==> src/rtl/div_issue_ctrl_if.sv <==
// Request, divider and response signal bundle for div_issue_ctrl.
// The controller uses the slave view; the environment driving it uses the master view.
interface div_issue_ctrl_if #(
    parameter int WIDTH = 8
);
    logic             req_valid;
    logic             req_ready;
    logic [WIDTH-1:0] req_dividend;
    logic [WIDTH-1:0] req_divisor;

    logic             div_start;
    logic [WIDTH-1:0] div_dividend;
    logic [WIDTH-1:0] div_divisor;
    logic             div_valid;
    logic [WIDTH-1:0] div_quotient;
    logic [WIDTH-1:0] div_remainder;

    logic             rsp_valid;
    logic             rsp_ready;
    logic [WIDTH-1:0] rsp_quotient;
    logic [WIDTH-1:0] rsp_remainder;
    logic [1:0]       rsp_err;

    modport slave (
        input  req_valid, req_dividend, req_divisor,
        output req_ready,
        output div_start, div_dividend, div_divisor,
        input  div_valid, div_quotient, div_remainder,
        output rsp_valid, rsp_quotient, rsp_remainder, rsp_err,
        input  rsp_ready
    );

    modport master (
        output req_valid, req_dividend, req_divisor,
        input  req_ready,
        input  div_start, div_dividend, div_divisor,
        output div_valid, div_quotient, div_remainder,
        input  rsp_valid, rsp_quotient, rsp_remainder, rsp_err,
        output rsp_ready
    );
endinterface

==> src/rtl/div_issue_ctrl.sv <==
// Request queue + one-job-in-flight sequencer in front of a shift/subtract divider.
// Pop to div_start is one cycle; a full queue drops req_ready, a stalled response blocks further issue.

module div_fifo #(
    parameter int W     = 16,
    parameter int DEPTH = 4
) (
    input  logic         clk,
    input  logic         reset,
    input  logic         push,
    input  logic [W-1:0] push_dat,
    output logic         full,
    input  logic         pop,
    output logic [W-1:0] head_dat,
    output logic         empty
);
    localparam int PW = (DEPTH > 1) ? $clog2(DEPTH) : 1;
    localparam int CW = $clog2(DEPTH + 1);

    logic [W-1:0]  mem [DEPTH];
    logic [PW-1:0] wr_ptr;
    logic [PW-1:0] rd_ptr;
    logic [CW-1:0] cnt;
    logic          do_push;
    logic          do_pop;

    assign full     = (cnt == CW'(DEPTH));
    assign empty    = (cnt == '0);
    assign do_push  = push && !full;
    assign do_pop   = pop && !empty;
    assign head_dat = mem[rd_ptr];

    // Power-of-two depth lets the pointers wrap naturally.
    always_ff @(posedge clk) begin
        if (!reset) begin
            wr_ptr <= '0;
            rd_ptr <= '0;
            cnt    <= '0;
        end else begin
            if (do_push) wr_ptr <= wr_ptr + PW'(1);
            if (do_pop)  rd_ptr <= rd_ptr + PW'(1);
            case ({do_push, do_pop})
                2'b10:   cnt <= cnt + CW'(1);
                2'b01:   cnt <= cnt - CW'(1);
                default: cnt <= cnt;
            endcase
        end
    end

    always_ff @(posedge clk) begin
        if (do_push) mem[wr_ptr] <= push_dat;
    end
endmodule

module div_issue_ctrl #(
    parameter int WIDTH   = 8,
    parameter int DEPTH   = 4,
    parameter int TIMEOUT = 40
) (
    input  logic               clk,
    input  logic               reset,
    div_issue_ctrl_if.slave    bus
);
    localparam int TW = $clog2(TIMEOUT + 1);
    localparam logic [TW-1:0] T_LAST = TW'(TIMEOUT - 1);
    localparam logic [1:0] ERR_OK = 2'b00;
    localparam logic [1:0] ERR_DZ = 2'b01;
    localparam logic [1:0] ERR_TO = 2'b10;

    typedef struct packed {
        logic [WIDTH-1:0] dividend;
        logic [WIDTH-1:0] divisor;
    } req_t;

    typedef enum logic [1:0] {IDLE, START, BUSY, HOLD} state_t;

    state_t           state;
    state_t           state_nxt;
    req_t             push_req;
    req_t             head;
    logic             full;
    logic             empty;
    logic             pop;
    logic             ld_dz;
    logic             ld_div;
    logic             ld_to;
    logic [TW-1:0]    timer;
    logic [WIDTH-1:0] op_dividend;
    logic [WIDTH-1:0] op_divisor;
    logic [WIDTH-1:0] rsp_q;
    logic [WIDTH-1:0] rsp_r;
    logic [1:0]       rsp_e;

    assign push_req.dividend = bus.req_dividend;
    assign push_req.divisor  = bus.req_divisor;

    // Held low during reset so nothing is accepted into a queue being cleared.
    assign bus.req_ready = reset && !full;

    div_fifo #(
        .W     ($bits(req_t)),
        .DEPTH (DEPTH)
    ) u_fifo (
        .clk      (clk),
        .reset    (reset),
        .push     (bus.req_valid && bus.req_ready),
        .push_dat (push_req),
        .full     (full),
        .pop      (pop),
        .head_dat (head),
        .empty    (empty)
    );

    always_comb begin
        state_nxt = state;
        pop       = 1'b0;
        ld_dz     = 1'b0;
        ld_div    = 1'b0;
        ld_to     = 1'b0;
        case (state)
            IDLE: begin
                if (!empty) begin
                    pop = 1'b1;
                    if (head.divisor == '0) begin
                        ld_dz     = 1'b1;
                        state_nxt = HOLD;
                    end else begin
                        state_nxt = START;
                    end
                end
            end
            START: state_nxt = BUSY;
            BUSY: begin
                // A result arriving on the last allowed cycle still counts as success.
                if (bus.div_valid) begin
                    ld_div    = 1'b1;
                    state_nxt = HOLD;
                end else if (timer == T_LAST) begin
                    ld_to     = 1'b1;
                    state_nxt = HOLD;
                end
            end
            HOLD: begin
                if (bus.rsp_ready) state_nxt = IDLE;
            end
            default: state_nxt = IDLE;
        endcase
    end

    always_ff @(posedge clk) begin
        if (!reset) begin
            state       <= IDLE;
            timer       <= '0;
            op_dividend <= '0;
            op_divisor  <= '0;
            rsp_q       <= '0;
            rsp_r       <= '0;
            rsp_e       <= ERR_OK;
        end else begin
            state <= state_nxt;
            if (pop) begin
                op_dividend <= head.dividend;
                op_divisor  <= head.divisor;
            end
            if (state == START) begin
                timer <= '0;
            end else if (state == BUSY) begin
                timer <= timer + TW'(1);
            end
            if (ld_dz) begin
                rsp_q <= '1;
                rsp_r <= head.dividend;
                rsp_e <= ERR_DZ;
            end else if (ld_div) begin
                rsp_q <= bus.div_quotient;
                rsp_r <= bus.div_remainder;
                rsp_e <= ERR_OK;
            end else if (ld_to) begin
                rsp_q <= '0;
                rsp_r <= '0;
                rsp_e <= ERR_TO;
            end
        end
    end

    assign bus.div_start     = (state == START);
    assign bus.div_dividend  = op_dividend;
    assign bus.div_divisor   = op_divisor;
    assign bus.rsp_valid     = (state == HOLD);
    assign bus.rsp_quotient  = rsp_q;
    assign bus.rsp_remainder = rsp_r;
    assign bus.rsp_err       = rsp_e;
endmodule
==> src/flat_wrapper.sv <==
// flat-port wrapper written by rule: the top's interface ports become plain ports
module div_issue_ctrl_flat 
#(
    parameter int WIDTH   = 8,
    parameter int DEPTH   = 4,
    parameter int TIMEOUT = 40
)
  (clk, reset, bus_req_valid, bus_req_dividend, bus_req_divisor, bus_req_ready, bus_div_start, bus_div_dividend, bus_div_divisor, bus_div_valid, bus_div_quotient, bus_div_remainder, bus_rsp_valid, bus_rsp_quotient, bus_rsp_remainder, bus_rsp_err, bus_rsp_ready);
  div_issue_ctrl_if #(.WIDTH(WIDTH)) bus_i ();
  input  logic clk;
  input  logic reset;
  input wire logic [$bits(bus_i.req_valid)-1:0] bus_req_valid;
  input wire logic [$bits(bus_i.req_dividend)-1:0] bus_req_dividend;
  input wire logic [$bits(bus_i.req_divisor)-1:0] bus_req_divisor;
  output wire logic [$bits(bus_i.req_ready)-1:0] bus_req_ready;
  output wire logic [$bits(bus_i.div_start)-1:0] bus_div_start;
  output wire logic [$bits(bus_i.div_dividend)-1:0] bus_div_dividend;
  output wire logic [$bits(bus_i.div_divisor)-1:0] bus_div_divisor;
  input wire logic [$bits(bus_i.div_valid)-1:0] bus_div_valid;
  input wire logic [$bits(bus_i.div_quotient)-1:0] bus_div_quotient;
  input wire logic [$bits(bus_i.div_remainder)-1:0] bus_div_remainder;
  output wire logic [$bits(bus_i.rsp_valid)-1:0] bus_rsp_valid;
  output wire logic [$bits(bus_i.rsp_quotient)-1:0] bus_rsp_quotient;
  output wire logic [$bits(bus_i.rsp_remainder)-1:0] bus_rsp_remainder;
  output wire logic [$bits(bus_i.rsp_err)-1:0] bus_rsp_err;
  input wire logic [$bits(bus_i.rsp_ready)-1:0] bus_rsp_ready;
  assign bus_i.req_valid = bus_req_valid;
  assign bus_i.req_dividend = bus_req_dividend;
  assign bus_i.req_divisor = bus_req_divisor;
  assign bus_req_ready = bus_i.req_ready;
  assign bus_div_start = bus_i.div_start;
  assign bus_div_dividend = bus_i.div_dividend;
  assign bus_div_divisor = bus_i.div_divisor;
  assign bus_i.div_valid = bus_div_valid;
  assign bus_i.div_quotient = bus_div_quotient;
  assign bus_i.div_remainder = bus_div_remainder;
  assign bus_rsp_valid = bus_i.rsp_valid;
  assign bus_rsp_quotient = bus_i.rsp_quotient;
  assign bus_rsp_remainder = bus_i.rsp_remainder;
  assign bus_rsp_err = bus_i.rsp_err;
  assign bus_i.rsp_ready = bus_rsp_ready;
  div_issue_ctrl #(.WIDTH(WIDTH), .DEPTH(DEPTH), .TIMEOUT(TIMEOUT)) u_core (.clk(clk), .reset(reset), .bus(bus_i));
endmodule
==> config.mk <==
export PLATFORM = sky130hd
export DESIGN_NAME = div_issue_ctrl_flat
export DESIGN_NICKNAME = d
export VERILOG_FILES = /design/src/rtl/div_issue_ctrl_if.sv /design/src/rtl/div_issue_ctrl.sv /design/src/flat_wrapper.sv
export SDC_FILE = /design/constraint.sdc
export NUM_CORES = 1
export LEC_CHECK = 0
export ABC_AREA = 1
export BUFFER_PORTS_ARGS = -buffer_cell sky130_fd_sc_hd__buf_4
export CAP_MARGIN = 15
export CORE_MARGIN = 2
export CORE_UTILIZATION = 56
export DETAILED_ROUTE_END_ITERATION = 7
export HOLD_SLACK_MARGIN = 0.06
export PLACE_DENSITY = 0.77
export SYNTH_ARGS = -nofsm -noshare
export SYNTH_HDL_FRONTEND = slang
export SYNTH_SLANG_ARGS = --single-unit
==> constraint.sdc <==
create_clock -name clk -period 2.83 [get_ports clk]
set_input_delay 0.566 -clock clk [delete_from_list [all_inputs] [get_ports clk]]
set_output_delay 0.566 -clock clk [all_outputs]
set_load 0.02 [all_outputs]
# ---- After elaboration in Yosys (flattened, before gate mapping)
# Memory sizes are Yosys's and may differ from the RTL's. A register that Yosys moved wholly into a read port is not among the register bits.
# Cells that the tools add are included.
dict set report totals {
  n_memories 1
  word_cells 71
  ram_bits 64
  regBits 49
  out_inout_bits 37
  input_bits 37
}
dict set report classes {
  reduce_logical 14
  addsub 5
  n_eq_ne 10
  mux 29
  bitwise 1
}
# name words word_bits read_ports rd_ports_with_merged_regs write_ports line
set memory_table {}
lappend memory_table {u_core.u_fifo.mem 4 16 1 1 1 div_issue_ctrl.sv:20} ;# logic [W-1:0] mem [DEPTH];
# cell count
set ops {}
lappend ops {{two-way mux 8 bit} 5}
lappend ops {{two-way mux 1 bit} 15}
lappend ops {{two-way mux 2 bit} 7}
lappend ops {{logical NOT 8 bit} 1}
lappend ops {{case mux 2 bit (4 select lines)} 1}
lappend ops {{adder 6 x 1 -> 6 bit, second input constant} 1}
lappend ops {{equality test 2 bit, second input constant} 3}
lappend ops {{equality test 6 bit, second input constant} 1}
lappend ops {{case mux 3 bit (2 select lines)} 1}
lappend ops {{adder 2 x 1 -> 2 bit, second input constant} 2}
lappend ops {{equality test 2 x 1 -> 1 bit, second input constant} 2}
lappend ops {{logical AND 1 bit} 4}
lappend ops {{adder 3 x 1 -> 3 bit, second input constant} 1}
lappend ops {{equality test 3 bit, second input constant} 1}
lappend ops {{logical NOT 3 bit} 1}
lappend ops {{!= test 3 x 2 -> 1 bit, second input constant} 1}
lappend ops {{AND reduction 3 bit} 1}
lappend ops {{nonzero test 3 bit} 1}
lappend ops {{OR reduction 3 bit} 1}
lappend ops {{subtractor 3 x 1 -> 3 bit, second input constant} 1}
lappend ops {{logical NOT 1 bit} 2}
lappend ops {{logical NOT 2 bit} 1}
lappend ops {{!= test 2 x 1 -> 1 bit, second input constant} 1}
lappend ops {{!= test 2 bit, second input constant} 1}
lappend ops {{3 further kinds} 3}

# ---- Logic depth before layout (Yosys ltp)
dict set report logic_depth {
  word_depth 7
  mapped_depth 13
}

# ---- Cells and area by module
# A second synthesis with hierarchy kept.
dict set report unflattened {
  cells_unflattened 485
  hier_area_um2 4788.3
}
# module cells_each seq_area_each_um2 area_each_um2 n_inst
set by_module_without_submodules {}
lappend by_module_without_submodules {div_fifo 224 2102.0 2849.0 1}
lappend by_module_without_submodules {div_issue_ctrl 261 840.8 1939.4 1}

# ---- Worst setup path before layout
# Ideal clock, no wire load.
dict set report synth_timing {
  path_type {reg2reg}
  from {reg u_core.state[0]}
  to {reg u_core.u_fifo.cnt[2]}
  t_required_ns 2.708
  slack_ns 0.260
  t_arrival_ns 2.448
  stages_incl_launch_ff 14
  synth_period_minus_slack_ns 2.570
  cell_sequence {dfxtp_1 inv_1 ha_1 inv_1 nor2_1 clkbuf_1 clkbuf_1 ha_1 inv_1 fa_1 a21oi_1 o21ai_0 o21ai_0 a21oi_1}
}
dict set report synth_via {
  elab_chain_cells 5
  elab_cells_between_ends 7
}
# element line
set synth_rtl {}
lappend synth_rtl {{from (decl)} div_issue_ctrl.sv:77} ;# state_t state;
lappend synth_rtl {{from (signal assigned)} div_issue_ctrl.sv:160} ;# state <= state_nxt;
lappend synth_rtl {{logical NOT 2 bit (*)} div_issue_ctrl.sv:120} ;# case (state)
lappend synth_rtl {{two-way mux 1 bit (*)} div_issue_ctrl.sv:120}
lappend synth_rtl {{net u_core.pop} div_issue_ctrl.sv:83} ;# logic pop;
lappend synth_rtl {{logical AND 1 bit (*)} div_issue_ctrl.sv:30} ;# assign do_pop = pop && !empty;
lappend synth_rtl {{equality test 2 x 1 -> 1 bit or equality test 2 bit (tied branches)} div_issue_ctrl.sv:42} ;# case ({do_push, do_pop})
lappend synth_rtl {{case mux 3 bit (2 select lines) or nonzero test 2 bit (tied branches)} n/a}
lappend synth_rtl {{to (signal assigned)} div_issue_ctrl.sv:43} ;# 2'b10: cnt <= cnt + CW'(1);
lappend synth_rtl {{to (signal assigned)} div_issue_ctrl.sv:44} ;# 2'b01: cnt <= cnt - CW'(1);
lappend synth_rtl {{to (signal assigned)} div_issue_ctrl.sv:45} ;# default: cnt <= cnt;
lappend synth_rtl {{to (decl)} div_issue_ctrl.sv:23} ;# logic [CW-1:0] cnt;
# The timed path passes the listed nets; every way through them passes the cells marked *.
# A chain may end at the register's enable or synchronous reset.

==> results.txt <==
The run finished with clean final reports. The number of buffers created by CTS is 17. The deepest clock path buffer count is 2.

The initialized floorplan defines 33 standard-cell rows. The final-report max-slew violation count came out at 0. The complex-gate fraction of the synthesized area is 11.5%.

In the post-synthesis netlist, the biggest area contributors are sky130_fd_sc_hd__edfxtp_1, sky130_fd_sc_hd__dfxtp_1, sky130_fd_sc_hd__nand2_1. The detailed placer's ending HPWL is 6.30 mm. The share of synthesized cell area in and, or, nand and nor gates is 16.0%. The buffer count from post-CTS setup fixing is 0. The adder and majority cell fraction of the synthesized area came out at 3.10%. The source-to-sink clock delay at the later pin of the worst-skew pair is 0.51 ns. OpenSTA, run right after detailed placement, puts the worst setup slack at 0.559 ns.

The cell count of the worst reg-to-reg path came out at 9. Counting flops and latches in the post-synthesis netlist gives 115. Setup repair after global routing left no endpoint under its margin. The number of levels the H-tree was split into came out at 4. The final worst setup slack is 0.700 ns. By startpoint and endpoint, the worst setup path is classified as reg -> reg. In this run the power density over the cells is 998 nW/µm². After clock tree synthesis, the clock-pin slew on the worst setup and hold paths is 0.05 ns. Dividing the detail-routed wire length by the instance count gives 15.1 µm. The synthesized design devotes to its leading area cell type 41.1% of total area. The final weighted congestion in routability-driven placement came out at 0.732. In this run the horizontal extent of the chip is 95.4 µm. The setup clock skew after layout came out at 0.00501 ns.

The leftover overflow at the end of global routing is 0. The number of gates resized after CTS is 0. During placement, the flow inserted port buffers numbering 73.

The final layout contains routed wiring with a total length of 10.2 mm. The initial antenna violation count was 0. The ratio of final minimum period to clock period came out at 75.3%. Sequential elements use 62.9% of the synthesized area. The min-delay analysis places its worst path in the category in -> reg. The number of nets in the layout came out at 603. The worst voltage drop across the vdd grid came out at 0.512 mV. The number of sinks driven by the clock tree came out at 115.

The global-route wire length before repair is 15.9 mm. The portion of netlist area occupied by mux cells came out at 0%. The data arrival at the endpoint of the critical path came out at 2.58 ns. The final setup violation count is 0.

Counting distinct cell types in the post-synthesis netlist gives 27. The total I/O pin count is 74. STA classifies the critical path startpoint as a flip-flop. The post-synthesis cell area came out at 4680 µm². Cells with a size suffix above 1 make up 20.4% of the layout. The sequential cell area is 2940 µm². The maximum number of pins on one net before global-route repair came out at 39. The number of iterations in the first detailed-routing pass came out at 5. The average instance in the mapped netlist occupies 9.87 µm². For the worst setup path, the data required time is 3.28 ns.

In this run, post-CTS hold repair placed 0 buffers. The slew of the pin with the lowest slew margin came out at 0.577 ns. The final sum of negative setup slack came out at 0 ns. The worst hold path stage count is 1. The endpoint type of the worst setup path is a flip-flop. The initial utilization of the core area, before any placement, comes to 57.2%. The number of failing hold endpoints at the final stage came out at 0.

The maximum clock rate came out at 470 MHz. Across all register-to-register paths, the minimum setup slack is 0.70 ns. Clock tree synthesis selected as its root buffer the cell sky130_fd_sc_hd__clkbuf_8. Across the run, the number of max-cap violations was 0. TritonCTS built the clock tree. The leakage component of the power is 2.51 nW.

Measured against its own limit, the worst slew margin works out to 61.3%. The biggest area contributor in the post-synthesis netlist is sky130_fd_sc_hd__edfxtp_1. The number of nets in the synthesized netlist is 522. The post-detailed-route DRC marker count came out at 0. The clock period could shrink to 2.13 ns. The detailed-route vias per instance came out at 5.34. The routed via count came out at 3594. The via count of the first global-routing pass came out at 3314. The combined area of the multi-input logic cells is 1440 µm². The dominant combinational cell family by area after synthesis is simple AND/OR/NAND/NOR gates. The floorplan step defined a die boundary enclosing 9100 µm². In this run the remaining antenna-violating nets after routing total 0. The relative area change from synthesis to final layout is 25.9%. The number of synthesis warnings came out at 0. The initial detailed-routing violation count came out at 262.

The global router's overall resource usage is 23.7%. The die span in y is 95.4 µm. Counting every instance in the synthesized netlist gives 474. The filler cell count in the final layout is 597. The post-synthesis xor/xnor area fraction came out at 0.187%. Along the worst path, the maximum fanout reaches 33. The diode insertion count for antenna repair is 0. The core region is 8180 µm².
final cells by class:
class / count / share of cell area (%)
Sequential cell: 115 / 50.0
Multi-Input combinational cell: 289 / 24.5
Timing Repair Buffer: 84 / 10.7
Clock buffer: 19 / 7.16
Inverter: 48 / 3.06
Clock inverter: 13 / 2.40
Tap cell: 105 / 2.23
stage by stage:
stage / utilization, % / hold WS (ns) / cells / cell area (µm²) / power [mW]
floorplan: - / 0.436 / 474 / 4680 / 3.29
global placement: 65.1 / 0.445 / 640 / 5320 / 3.79
detailed placement: 65.1 / 0.461 / 640 / 5320 / 3.85
CTS: 71.9 / 0.234 / 672 / 5880 / 5.88
global route: 72.0 / 0.239 / 673 / 5890 / 6.17
finish: 72.0 / 0.247 / 673 / 5890 / 5.88
path summary, 6_finish.rpt:
| kind | from | end |
|---|---|---|
| max | flip-flop | u_core.bus.rsp_remainder[3] |
| min | bus_req_dividend[5] | u_core.u_fifo.mem[1][13] |
| max reg2reg | flip-flop | u_core.bus.rsp_remainder[3] |
| min reg2reg | u_core.u_fifo.rd_ptr[1] | flip-flop |
critical path, stage by stage (launching register included):
cell                      delay, ns
sky130_fd_sc_hd__dfxtp_1       0.42
sky130_fd_sc_hd__inv_2         0.32
sky130_fd_sc_hd__nand3_1       0.13
sky130_fd_sc_hd__nand2_1       0.14
sky130_fd_sc_hd__nand2_1       0.09
sky130_fd_sc_hd__nor2_2        0.23
sky130_fd_sc_hd__nand3_4       0.34
sky130_fd_sc_hd__o21ai_1       0.26
sky130_fd_sc_hd__inv_1         0.06
sky130_fd_sc_hd__nor2_1        0.07
logic make-up after synthesis:
logic type      Yosys count
flops                   115
xor+xnor                  1
simple gates            174
fa+ha+maj                11
compound gates          103
buf+inv                  70
synthesized netlist by cell type, drive strengths merged:
cell    count
and3        1
nand3      23
a21oi      33
o22ai       7
dfxtp      51
clkinv      1
clkbuf     11
xnor2       1
nor3        4
buf        11
edfxtp     64
nor2       39
a31oi       9
nand4       2
ha         10
nand3b      8
o21ai      53
nand2      97
a211oi      1
inv        47
fa          1
flip-flops by register name, summed over array words and instances, names as in the netlist, named ones only:
signal / cells
u_core.bus.div_dividend: 8
u_core.bus.rsp_quotient: 8
u_core.u_fifo.rd_ptr: 2
u_core.state: 2
u_core.bus.rsp_remainder: 8
u_core.bus.rsp_err: 2
u_core.timer: 6
u_core.u_fifo.wr_ptr: 2
u_core.u_fifo.cnt: 3
u_core.u_fifo.mem: 64
u_core.bus.div_divisor: 8
where the power goes:
group          leakage [nW]  internal, mW  switching (mW)
Clock                 0.275          1.32           0.698
Combinational          1.23         0.589            1.13
Sequential            0.998          2.01           0.135
cells in the final DEF (no fill, tap or decap), types with 2 or more instances in the layout:
cell / synthesis / routed
sky130_fd_sc_hd__nand3b_1: 8 / 8
sky130_fd_sc_hd__o21ai_1: 8 / 8
sky130_fd_sc_hd__o22ai_1: 7 / 7
sky130_fd_sc_hd__dfxtp_1: 51 / 51
sky130_fd_sc_hd__nor2_2: 1 / 2
sky130_fd_sc_hd__nor3_1: 4 / 4
sky130_fd_sc_hd__clkbuf_16: 0 / 16
sky130_fd_sc_hd__a21oi_1: 33 / 33
sky130_fd_sc_hd__clkinv_2: 0 / 4
sky130_fd_sc_hd__nor2_1: 37 / 36
sky130_fd_sc_hd__bufinv_16: 0 / 3
sky130_fd_sc_hd__edfxtp_1: 64 / 64
sky130_fd_sc_hd__nand2_1: 97 / 97
sky130_fd_sc_hd__clkbuf_1: 11 / 2
sky130_fd_sc_hd__nand3_1: 22 / 22
sky130_fd_sc_hd__inv_1: 45 / 45
sky130_fd_sc_hd__nand4_1: 2 / 2
sky130_fd_sc_hd__inv_2: 2 / 2
sky130_fd_sc_hd__buf_4: 0 / 84
sky130_fd_sc_hd__clkinv_1: 1 / 5
sky130_fd_sc_hd__o21ai_0: 45 / 45
sky130_fd_sc_hd__ha_1: 10 / 10
sky130_fd_sc_hd__a31oi_1: 9 / 9
layer usage:
layer | track usage (%) | routed length (µm)
met2 | 38.8 | 4930
met4 | 10.7 | 173
met5 | 0 | 0
met3 | 6.17 | 714
met1 | 29.9 | 4380
Power figures use the tool's default switching activity.
